**config.mk**
```make
export PLATFORM = sky130hd
export DESIGN_NAME = des_job_arbiter
export DESIGN_NICKNAME = d
export VERILOG_FILES = /design/src/rtl/des_arb_pkg.sv /design/src/rtl/rr_arbiter2.sv /design/src/rtl/des_job_arbiter.sv
export SDC_FILE = /design/constraint.sdc
export NUM_CORES = 1
export LEC_CHECK = 0
export BUFFER_PORTS_ARGS = -buffer_cell sky130_fd_sc_hd__buf_2
export CAP_MARGIN = 20
export CORE_AREA = 5 5 385 387
export DETAILED_ROUTE_END_ITERATION = 7
export DIE_AREA = 0 0 390 392
export PLACE_DENSITY = 0.37
export SKIP_CTS_REPAIR_TIMING = 1
export SYNTH_ARGS = -nofsm -noshare
export SYNTH_HDL_FRONTEND = slang
export SYNTH_SLANG_ARGS = --single-unit
```
**constraint.sdc**
```tcl
create_clock -name HCLK -period 33.4 [get_ports HCLK]
set_clock_uncertainty 0.05 [all_clocks]
set_input_delay 3.34 -clock HCLK [delete_from_list [all_inputs] [get_ports HCLK]]
set_output_delay 3.34 -clock HCLK [all_outputs]
set_load 0.01 [all_outputs]
```
**src/rtl/des_arb_pkg.sv**
```systemverilog
// Shared types and widths for the Triple-DES job arbiter.
package des_arb_pkg;

    localparam int DES_BLOCK_W  = 64;
    localparam int KEY_BUNDLE_W = 192;

    typedef enum logic [1:0] {
        IDLE  = 2'd0,
        ISSUE = 2'd1,
        BUSY  = 2'd2,
        RESP  = 2'd3
    } arb_state_t;

endpackage

```
**src/rtl/rr_arbiter2.sv**
```systemverilog
// Two-way round-robin grant: with both requesters asking, the one not served
// last wins. After reset requester 1 counts as last served, so requester 0 wins.
module rr_arbiter2 (
    input  logic       clk,
    input  logic       rst,
    input  logic [1:0] req,
    input  logic       advance,
    output logic [1:0] grant
);

    logic last_grant;

    // One-hot grant, favouring the requester that was not served last
    always_comb begin
        grant = 2'b00;
        case (req)
            2'b01:   grant = 2'b01;
            2'b10:   grant = 2'b10;
            2'b11:   grant = last_grant ? 2'b01 : 2'b10;
            default: grant = 2'b00;
        endcase
    end

    // Remember the winner only when the grant is actually taken
    always_ff @(posedge clk or posedge rst) begin
        if (rst) begin
            last_grant <= 1'b1;
        end else if (advance && (grant != 2'b00)) begin
            last_grant <= grant[1];
        end
    end

endmodule

```
**src/rtl/des_job_arbiter.sv**
```systemverilog
// Shares one Triple-DES engine between two requesters. A job is granted,
// issued with a one-cycle start pulse, watched for completion or timeout, and
// its result is held until the owning requester consumes it.
module des_job_arbiter
    import des_arb_pkg::*;
#(
    parameter int TIMEOUT_CYCLES = 256,
    parameter int CNT_W          = 16
) (
    input  logic                    HCLK,
    input  logic                    HRESET,
    input  logic                    req0_valid,
    output logic                    req0_ready,
    input  logic                    req0_encr,
    input  logic [DES_BLOCK_W-1:0]  req0_data,
    input  logic [KEY_BUNDLE_W-1:0] req0_keys,
    input  logic                    req1_valid,
    output logic                    req1_ready,
    input  logic                    req1_encr,
    input  logic [DES_BLOCK_W-1:0]  req1_data,
    input  logic [KEY_BUNDLE_W-1:0] req1_keys,
    output logic                    rsp0_valid,
    input  logic                    rsp0_ready,
    output logic [DES_BLOCK_W-1:0]  rsp0_data,
    output logic                    rsp0_err,
    output logic                    rsp1_valid,
    input  logic                    rsp1_ready,
    output logic [DES_BLOCK_W-1:0]  rsp1_data,
    output logic                    rsp1_err,
    output logic                    des_enable,
    output logic                    des_encr,
    output logic [DES_BLOCK_W-1:0]  des_data,
    output logic [DES_BLOCK_W-1:0]  des_key1,
    output logic [DES_BLOCK_W-1:0]  des_key2,
    output logic [DES_BLOCK_W-1:0]  des_key3,
    input  logic [DES_BLOCK_W-1:0]  des_output,
    input  logic                    des_done,
    output logic                    busy,
    output logic                    grant_id,
    output logic [CNT_W-1:0]        jobs_done
);

    localparam int              TO_W    = (TIMEOUT_CYCLES > 2) ? $clog2(TIMEOUT_CYCLES) : 1;
    localparam logic [TO_W-1:0] TO_LAST = TO_W'(TIMEOUT_CYCLES - 1);

    arb_state_t              state;
    arb_state_t              state_next;
    logic [1:0]              arb_req;
    logic [1:0]              arb_grant;
    logic                    arb_advance;
    logic                    op_encr;
    logic [DES_BLOCK_W-1:0]  op_data;
    logic [KEY_BUNDLE_W-1:0] op_keys;
    logic [TO_W-1:0]         to_cnt;
    logic                    timeout_hit;
    logic                    rsp_hs;
    logic [DES_BLOCK_W-1:0]  result;
    logic                    result_err;

    assign arb_req     = {req1_valid, req0_valid};
    assign timeout_hit = (to_cnt == TO_LAST);
    assign rsp_hs      = (state == RESP) && (grant_id ? rsp1_ready : rsp0_ready);

    rr_arbiter2 u_rr (
        .clk     (HCLK),
        .rst     (HRESET),
        .req     (arb_req),
        .advance (arb_advance),
        .grant   (arb_grant)
    );

    // Engine operands come straight from the job registers so they stay put for the whole job
    assign des_encr = op_encr;
    assign des_data = op_data;
    assign des_key1 = op_keys[191:128];
    assign des_key2 = op_keys[127:64];
    assign des_key3 = op_keys[63:0];

    // Result is only visible on the owning requester's response port
    assign rsp0_data = rsp0_valid ? result : '0;
    assign rsp1_data = rsp1_valid ? result : '0;
    assign rsp0_err  = rsp0_valid & result_err;
    assign rsp1_err  = rsp1_valid & result_err;

    // State register
    always_ff @(posedge HCLK or posedge HRESET) begin
        if (HRESET) begin
            state <= IDLE;
        end else begin
            state <= state_next;
        end
    end

    // Next-state: done beats timeout in BUSY, and a handshake always returns to IDLE first
    always_comb begin
        state_next = state;
        case (state)
            IDLE:    if (arb_grant != 2'b00) state_next = ISSUE;
            ISSUE:   state_next = BUSY;
            BUSY:    if (des_done || timeout_hit) state_next = RESP;
            RESP:    if (rsp_hs) state_next = IDLE;
            default: state_next = IDLE;
        endcase
    end

    // Per-state outputs; readies are held low while reset is asserted even if a valid is up
    always_comb begin
        req0_ready  = 1'b0;
        req1_ready  = 1'b0;
        des_enable  = 1'b0;
        rsp0_valid  = 1'b0;
        rsp1_valid  = 1'b0;
        arb_advance = 1'b0;
        busy        = (state != IDLE);
        case (state)
            IDLE: begin
                arb_advance = !HRESET;
                req0_ready  = arb_grant[0] && !HRESET;
                req1_ready  = arb_grant[1] && !HRESET;
            end
            ISSUE: des_enable = 1'b1;
            RESP: begin
                rsp0_valid = !grant_id;
                rsp1_valid = grant_id;
            end
            default: ;
        endcase
    end

    // Capture the granted job's operands, and the engine result or a timeout error
    always_ff @(posedge HCLK or posedge HRESET) begin
        if (HRESET) begin
            grant_id   <= 1'b0;
            op_encr    <= 1'b0;
            op_data    <= '0;
            op_keys    <= '0;
            result     <= '0;
            result_err <= 1'b0;
        end else begin
            case (state)
                IDLE: begin
                    if (arb_grant != 2'b00) begin
                        grant_id <= arb_grant[1];
                        op_encr  <= arb_grant[1] ? req1_encr : req0_encr;
                        op_data  <= arb_grant[1] ? req1_data : req0_data;
                        op_keys  <= arb_grant[1] ? req1_keys : req0_keys;
                    end
                end
                BUSY: begin
                    if (des_done) begin
                        result     <= des_output;
                        result_err <= 1'b0;
                    end else if (timeout_hit) begin
                        result     <= '0;
                        result_err <= 1'b1;
                    end
                end
                default: ;
            endcase
        end
    end

    // Timeout counter: cleared at issue, counts BUSY cycles that see no completion
    always_ff @(posedge HCLK or posedge HRESET) begin
        if (HRESET) begin
            to_cnt <= '0;
        end else if (state == ISSUE) begin
            to_cnt <= '0;
        end else if ((state == BUSY) && !des_done && !timeout_hit) begin
            to_cnt <= to_cnt + TO_W'(1);
        end
    end

    // Count successfully delivered results; wraps naturally at all-ones
    always_ff @(posedge HCLK or posedge HRESET) begin
        if (HRESET) begin
            jobs_done <= '0;
        end else if (rsp_hs && !result_err) begin
            jobs_done <= jobs_done + CNT_W'(1);
        end
    end

endmodule

```
==> results of run 1 <==
-- worst min-delay path, delay by kind of cell, from the launching register on --
| kind | cells | cell delay, ps |
|---|---|---|
| flip-flops | 1 | 330 |
| AO/OA/AOI/OAI | 1 | 60 |
| AND/OR/NAND/NOR | 1 | 50 |
-- cell usage after synthesis, types with 2 or more instances --
cell type	instances	share of area
inv_1	8	0.0018
mux2i_1	260	0.16
clkbuf_4	2	0.00090
nand3_1	4	0.0012
mux2_2	2	0.0014
buf_2	31	0.0093
a21o_1	65	0.029
and2_1	66	0.025
and4_1	2	0.0011
o21ai_0	207	0.062
nand2b_1	3	0.0011
nand2_1	268	0.060
a22oi_1	2	0.00090
clkbuf_1	71	0.016
and3_1	132	0.050
nor2_1	16	0.0036
a21oi_1	3	0.00090
ha_1	7	0.0053
buf_4	22	0.0099
buf_1	3	0.00068
o21ai_1	51	0.015
xor2_1	11	0.0058
xnor2_1	9	0.0047
nor4_1	2	0.00075
nand4_1	5	0.0019
dfrtp_1	349	0.52
-- registers in the layout, indices dropped and copies added, names as in the netlist --
name             count
op_keys            192
des_data            64
result              64
jobs_done           16
to_cnt               8
state                2
des_encr             1
grant_id             1
result_err           1
u_rr.last_grant      1
-- power breakdown --
group,internal [W],switching (W),leakage [nW],total [W]
logic,0.000313,0.000506,8.51,0.000819
registers,0.000619,0.000125,4.36,0.000744
clock network,0.000298,0.000209,0.748,0.000507
total,0.00123,0.000840,13.6,0.00207
-- per-layer routing --
layer / part of all wire / vias up
met5: 0.0011 / -
met4: 0.026 / 18
met3: 0.088 / 176
met2: 0.49 / 628
met1: 0.39 / 7338
li1: - / 7499
-- per-stage QoR --
stage,instances,power [W],worst slack [ps]
detailed placement,4423,0.001596,24480
CTS,4508,0.002125,24480
floorplan,1619,0.001178,18460
global placement,4423,0.001591,24480
global route,4514,0.002233,24310
finish,4530,0.002070,24590
-- logic make-up after synthesis --
logic type      count (synthesis)  synth area share
mux                           262            0.1577
fa+ha+maj                       7          0.005263
xor+xnor                       20           0.01053
compound gates                336            0.1128
simple gates                  507            0.1486
buf+inv                       137           0.03864
flops                         350            0.5264
-- area by class of cell --
class,instances,area (um^2),share of cell area
tap,1917,2399,0.09520
clock buffer,74,1419,0.05631
sequential,350,8761,0.3477
timing repair buffer,1017,5160,0.2048
multi-input combinational,1132,7266,0.2884
antenna,21,52.55,0.002086
inverter,8,37.54,0.001490
clock inverter,11,101.3,0.004022
-- worst max path at each step --
stage / startpoint / end / cells after the start
2_1_floorplan: HRESET / req0_ready / 3
3_3_place_gp: HRESET / req0_ready / 6
3_5_place_dp: HRESET / req0_ready / 6
4_1_cts: HRESET / req0_ready / 6
5_1_grt: HRESET / req0_ready / 6
6_report: HRESET / req0_ready / 6
==> flow_summary.toml, run 1 <==
[setup_path]
r2r_slack_ps = 28340
start_kind = "primary input"
cp-end-kind = "output port"
critPathTopFamily = "buffers and inverters"
path_buf_inv = 4
r2r_cells = 8
criticalPathCategory = "in2out"
crit_fanout = 75
cp_slowest_cell = "buf_4"
crit_chain = "buf_2, inv_8, buf_4, nand3_1, nor2_1, buf_2"
cp_common_cell = "buf_2"
rr_endpoint = "op_keys[128]"
cp_slowest_stage_delay_ps = 730
r2r-start = "u_rr.last_grant"
worstPathRequired_ps = 30010
critPathArrivalTime_ps = 5420

[cells_and_area]
post-route-util = 0.1743
final_nets = 3148
syn_to_final_growth_pct = 51.39
final_area_um2 = 25200
most-common-layout-cells = "994 x buf_2, 348 x dfrtp_1, 268 x nand2_1, 260 x mux2i_1, 207 x o21ai_0"
final_common_cell = "buf_2"
nFillCells = 16420
drive_gt1_frac = 0.4244

[clock_tree]
clock-sinks = 350
clock_latency_ps = 600
clock_path_buffers = 3
htree_num_levels = 2
root_buffer = "clkbuf_16"
clk_pin_slew_ps = 50
cts_buffers = 47
cts_tree = "done"

[sta]
hold-worst-slack_ps = 422.4
worst_slew_pin_slew_ps = 997.4
fin_crit_sh = 0.2639
slew_headroom = 0.3351
setup_viol = 0
tns_ps = 0
final_max_slew_viol_count = 0
clock.fmax_mhz = 113.4
rsz0062_at_grt = "false"
fin_crit_ps = 8815
finalHoldViolations = 0

[pwr]
p_leak_nw = 13.61
ir_drop_uv = 44.20
power_density_nw_per_um2 = 82.16

[logic_synthesis]
synth_seq_cells = 350
synth.cell_area_um2 = 16640
syn-num-nets = 2211
syn_inst = 1619
synth_edf_count = 0
yosysWarnings = 0
ys_types = 44
ys.flop_type = "dfrtp_1"
ys_seq_area_frac = 0.5264
syn_avg_cell_area_um2 = 10.28
async_reset_ff_frac = 1.000

[worst_hold_path]
holdPathEnd = "op_keys[110]"
worst_hold_path.num_cells = 2
min_path_type = "reg2reg"
hp-start = "op_keys[110]"

[global_routing]
gr-usage-met1 = 0.1356
grt_pass1_vias = 15710
grt_util_met3 = 0.04433
gr-total-overflow = 0
antenna_found_initial = 77
grt_pass1_wl_um = 126200
grt_max_degree = 106
grt_use_total = 0.1162
grt_util_met2 = 0.1997
top_usage_layer = "met2"

[detailed_routing]
drt_iter0_drc = 666
ant_nets = 0
drcViolationCount = 0
wl_per_cell_um = 20.93
num_vias = 15660
finalWirelength_um = 94830
viasPerCell = 3.457
first_pass_iters = 5

[place]
placed_cell_area_um2 = 23600
port_buffers = 994
dp_hpwl_um = 77360
gp_routability_congestion = 0.7996

[die]
core_area_um2 = 144500
rows = 140
ioPinCount = 995
die_area_um2 = 152900
die_h_um = 392
initial_core_util = 0.1152
dieWidth_um = 390

[outcome]
status = "complete, no violations"

[flow_run]
drv.max_cap_violation_count = 0
Note: power is estimated with default switching activity, not from simulation.
==> run 2, diff against run 1 <==
--- a/config.mk
+++ b/config.mk
@@ -7,9 +7,9 @@
 export LEC_CHECK = 0
 export BUFFER_PORTS_ARGS = -buffer_cell sky130_fd_sc_hd__buf_2
 export CAP_MARGIN = 20
-export CORE_AREA = 5 5 385 387
+export CORE_AREA = 5 5 379 381
 export DETAILED_ROUTE_END_ITERATION = 7
-export DIE_AREA = 0 0 390 392
+export DIE_AREA = 0 0 384 386
 export PLACE_DENSITY = 0.37
 export SKIP_CTS_REPAIR_TIMING = 1
 export SYNTH_ARGS = -nofsm -noshare
==> constraint.sdc (replaced) <==
create_clock -name HCLK -period 9.01 [get_ports HCLK]
set_clock_uncertainty 0.05 [all_clocks]
set_input_delay 0.901 -clock HCLK [delete_from_list [all_inputs] [get_ports HCLK]]
set_output_delay 0.901 -clock HCLK [all_outputs]
set_load 0.01 [all_outputs]
==> flow_summary.toml, run 2 (synthesis results as in run 1) <==
[clock_tree]
htree_num_levels = 2
clock-sinks = 350
root_buffer = "clkbuf_16"
clock_path_buffers = 3
cts_tree = "done"
clock_latency_ps = 600
clk_pin_slew_ps = 60
cts_buffers = 48

[pwr]
seq_power_share = 0.353
swShare = 0.4033
power_switching_w = 0.003131
p_int_w = 0.004633
p_leak_nw = 13.66
combPwrFrac = 0.395
clockPowerShare = 0.253
power_w = 0.007764
ir_drop_uv = 181.9
power_density_nw_per_um2 = 306.9

[global_routing]
gr-total-overflow = 0
antenna_found_initial = 91
grt_pass1_wl_um = 128500
grt_use_total = 0.1227
grt_max_degree = 187
grt_pass1_vias = 15910

[setup_path]
critPathArrivalTime_ps = 2450
crit_chain = "ha_2, buf_4, and3_1, buf_2"
cp_slowest_cell = "buf_4"
critPathTopFamily = "buffers and inverters"
r2r_slack_ps = 6010
cp.depth = 4
criticalPathCategory = "reg2out"
cp-end-kind = "output port"
cp_slowest_stage_delay_ps = 510
path_buf_inv = 2
worstPathRequired_ps = 8060
start_kind = "flop"
crit_fanout = 69
r2r_cells = 6

[cells_and_area]
final_nets = 3146
most-common-layout-cells = "994 x buf_2, 348 x dfrtp_1, 268 x nand2_1, 260 x mux2i_1, 207 x o21ai_0"
final_common_cell = "buf_2"
syn_to_final_growth_pct = 52.03
largest-register = "op_keys"
drive_gt1_frac = 0.4265
nFillCells = 15930
largest_reg_flops = 192
post-route-util = 0.1805

[sta]
setup_slack_ps = 5608
fin_crit_sh = 0.3776
clock.fmax_mhz = 293.9
rsz0062_at_grt = "false"
tns_ps = 0
setup_viol = 0
fin_crit_ps = 3402
worst_slew_pin_slew_ps = 1046
finalHoldViolations = 0
final_max_slew_viol_count = 0
slew_headroom = 0.3026

[place]
port_buffers = 994
dp_hpwl_um = 78460
place_ws_ps = 5557
gp_routability_congestion = 0.7855

[detailed_routing]
viasPerCell = 3.458
first_pass_iters = 5
drcViolationCount = 0
num_vias = 15600
ant_nets = 0
drt_iter0_drc = 786
finalWirelength_um = 96440
wl_per_cell_um = 21.38

[die]
dieWidth_um = 384
die_area_um2 = 148200
die_h_um = 386
rows = 138
initial_core_util = 0.1187
core_area_um2 = 140200
ioPinCount = 995

[flow_run]
drv.max_cap_violation_count = 0

[outcome]
status = "complete, no violations"

[worst_hold_path]
worst_hold_path.num_cells = 1
min_path_type = "reg2reg"
[run 2: per-stage QoR]
stage | cell area (um^2) | std cells | hold slack, ps
2_1_floorplan | 16650 | 1619 | 405.9
4_1_cts | 25210 | 4476 | 400.2
6_report | 25300 | 4511 | 417.3
3_5_place_dp | 23630 | 4394 | 410.5
3_3_place_gp | 23630 | 4394 | 409.7
5_1_grt | 25240 | 4486 | 430.2
[run 2: metal layers]
| layer | up-vias | global-route usage | wire length [um] |
|---|---|---|---|
| met5 | - | 0 | 152 |
| li1 | 7505 | - | - |
| met3 | 162 | 0.05402 | 9781 |
| met2 | 648 | 0.2024 | 46010 |
| met1 | 7260 | 0.1434 | 37970 |
| met4 | 22 | 0.03748 | 2522 |
[run 2: worst paths after layout]
kind                                    start       endpoint
worst min register to register  jobs_done[15]  jobs_done[15]
min in group asynchronous              HRESET    des_data[4]
worst max register to register       state[0]   op_keys[115]
worst min-delay path            jobs_done[15]  jobs_done[15]
max in group asynchronous              HRESET     result[32]
worst max-delay path                 state[1]  rsp1_data[61]
[run 2: area by class of cell]
class                      count  area, um^2  share of cell area
tap                         1890        2365             0.09347
clock inverter                17       180.2            0.007121
sequential                   350        8761              0.3463
clock buffer                  65        1408             0.05564
inverter                       8       33.78            0.001335
multi-input combinational   1132        7266              0.2872
antenna                       35       87.58            0.003462
timing repair buffer        1014        5200              0.2055
[run 2: power groups by stage]
stage / clock network (W) / logic (W) / registers [W]
2_1_floorplan: 0 / 0.00144 / 0.00293
4_1_cts: 0.00205 / 0.00316 / 0.00275
3_5_place_dp: 0 / 0.00316 / 0.00276
6_report: 0.00196 / 0.00307 / 0.00274
5_1_grt: 0.00211 / 0.00342 / 0.00283
3_3_place_gp: 0 / 0.00314 / 0.00275
==> run 3, diff against run 2 <==
--- a/config.mk
+++ b/config.mk
@@ -7,10 +7,10 @@
 export LEC_CHECK = 0
 export BUFFER_PORTS_ARGS = -buffer_cell sky130_fd_sc_hd__buf_2
 export CAP_MARGIN = 20
-export CORE_AREA = 5 5 379 381
+export CORE_AREA = 5 5 386 388
 export DETAILED_ROUTE_END_ITERATION = 7
-export DIE_AREA = 0 0 384 386
-export PLACE_DENSITY = 0.37
+export DIE_AREA = 0 0 391 393
+export PLACE_DENSITY = 0.38
 export SKIP_CTS_REPAIR_TIMING = 1
 export SYNTH_ARGS = -nofsm -noshare
 export SYNTH_HDL_FRONTEND = slang
==> constraint.sdc (replaced) <==
create_clock -name HCLK -period 2.87 [get_ports HCLK]
set_clock_uncertainty 0.05 [all_clocks]
set_input_delay 0.287 -clock HCLK [delete_from_list [all_inputs] [get_ports HCLK]]
set_output_delay 0.287 -clock HCLK [all_outputs]
set_load 0.01 [all_outputs]
==> flow_summary.toml, run 3 (synthesis results as in run 1) <==
[place]
gp_routability_congestion = 0.8061
port_buffers = 994
place_ws_ps = 746.5
placed_cell_area_um2 = 24030
dp_hpwl_um = 82080

[clock_tree]
htree_num_levels = 2
cts_tree = "done"
root_buffer = "clkbuf_16"
clock_path_buffers = 3
clock-sinks = 350
cts_buffers = 47
clk_pin_slew_ps = 60
clock_latency_ps = 600

[cells_and_area]
final_common_cell = "buf_2"
seq_area_um2 = 8761
largest_reg_flops = 192
final_area_um2 = 30530
drive_gt1_frac = 0.3676
multiInputGateArea_um2 = 7266
largest-register = "op_keys"
syn_to_final_growth_pct = 83.47
most-common-layout-cells = "994 x buf_2, 480 x dlygate4sd3_1, 348 x dfrtp_1, 268 x nand2_1, 260 x mux2i_1"
nFillCells = 16250
final_nets = 3658

[global_routing]
antenna_found_initial = 73
grt_max_degree = 114
grt_use_total = 0.1201
grt_util_met3 = 0.04366
grt_pass1_vias = 16040
gr-total-overflow = 0
top_usage_layer = "met2"
grt_util_met2 = 0.2059
grt_pass1_wl_um = 130300
gr-usage-met1 = 0.1450

[pwr]
seq_power_share = 0.341
swShare = 0.3991
power_switching_w = 0.01037
combPwrFrac = 0.415
ir_drop_uv = 387.9
clockPowerShare = 0.244
p_int_w = 0.01562
power_density_nw_per_um2 = 851.4
p_leak_nw = 15.89

[outcome]
violations = "hold timing"
status = "finished, violations left"

[setup_path]
critPathTopFamily = "buffers and inverters"
start_kind = "primary input"
r2r-start = "u_rr.last_grant"
crit_chain = "dlygate4sd3_1, buf_2, a21boi_4, buf_12, buf_12, mux2i_1, dlygate4sd3_1, o21ai_0"
critPathArrivalTime_ps = 2970
crit_fanout = 45
worstPathRequired_ps = 3280
cp-end-kind = "flop"
cp_slowest_stage_delay_ps = 570
criticalPathCategory = "in2reg"
cp_slowest_cell = "dlygate4sd3_1"
setup.worst_path.start = "req0_valid"
cp.depth = 8
r2r_cells = 6
path_buf_inv = 5

[detailed_routing]
first_pass_iters = 5
drcViolationCount = 0
drt_iter0_drc = 806
num_vias = 18050
viasPerCell = 3.579
ant_nets = 0
wl_per_cell_um = 20.19
finalWirelength_um = 101800

[sta]
fin_crit_sh = 0.8895
clock.fmax_mhz = 391.7
fin_crit_ps = 2553
rsz0062_at_grt = "false"
slew_headroom = 0.5567
finalHoldViolations = 13
setup_viol = 0
setup_slack_ps = 317.1
final_max_slew_viol_count = 0
worst_slew_pin_slew_ps = 648.2
hold-worst-slack_ps = -29.72

[die]
initial_core_util = 0.1147
rows = 140
ioPinCount = 995
core_area_um2 = 145000
die_h_um = 393
die_area_um2 = 153700
dieWidth_um = 391

[worst_hold_path]
worst_hold_path.num_cells = 3
min_path_type = "in2reg"
hp-start = "req0_keys[40]"

[flow_run]
drv.max_cap_violation_count = 0
-- run 3: cell count changes in the layout (fill, tap and decap cells not counted), sizes merged --
cell	change
buf	+33
bufinv	+4
inv	+5
dlygate4sd3	+480
diode	-10
clkbuf	-7
-- run 3: power groups by stage --
stage	Combinational (W)	Clock, W	Sequential [W]
floorplan	0.00452	0	0.00920
global placement	0.0101	0	0.00895
detailed placement	0.0102	0	0.00892
CTS	0.0102	0.00662	0.00889
global route	0.0119	0.00679	0.00914
finish	0.0108	0.00635	0.00886
-- run 3: layout make-up --
type,instances,share of cell area
flip-flops and latches,350,0.2869
clock inverters,26,0.01102
well taps,1917,0.07856
clock buffers,58,0.04249
multi-input cells,1132,0.2380
repair buffers,1527,0.3399
inverters,8,0.001106
diodes,25,0.002049
-- run 3: worst min-delay path, cell delays in order --
cell and delay [ps]:
buf_2 70, mux2i_1 70, o21ai_0 150
-- run 3: per-layer routing --
| metal | wire length, um | part of all wire |
|---|---|---|
| met1 | 41550 | 0.41 |
| met2 | 49940 | 0.49 |
| met3 | 7917 | 0.078 |
| met4 | 2311 | 0.023 |
| met5 | 78 | 0.00077 |
-- run 3: path summary, 6_finish.rpt --
kind,end,slack [ps]
min in group asynchronous,des_data[53],200
max,op_keys[83],320
min,op_keys[40],-30
max reg2reg,op_keys[83],360
max in group asynchronous,des_data[51],1390
min reg2reg,op_keys[39],420
-- run 3: metrics by stage --
stage                 util  TNS (ps)  total power (W)  hold slack, ps  cells
CTS                 0.1770         0          0.02572          -453.2   4538
detailed placement  0.1657         0          0.01914           239.9   4454
floorplan                -   -771280          0.01372           405.9   1619
finish              0.2105         0          0.02600          -29.72   5043
global route        0.2102         0          0.02787         -0.8372   5025
global placement    0.1657         0          0.01907           233.6   4454
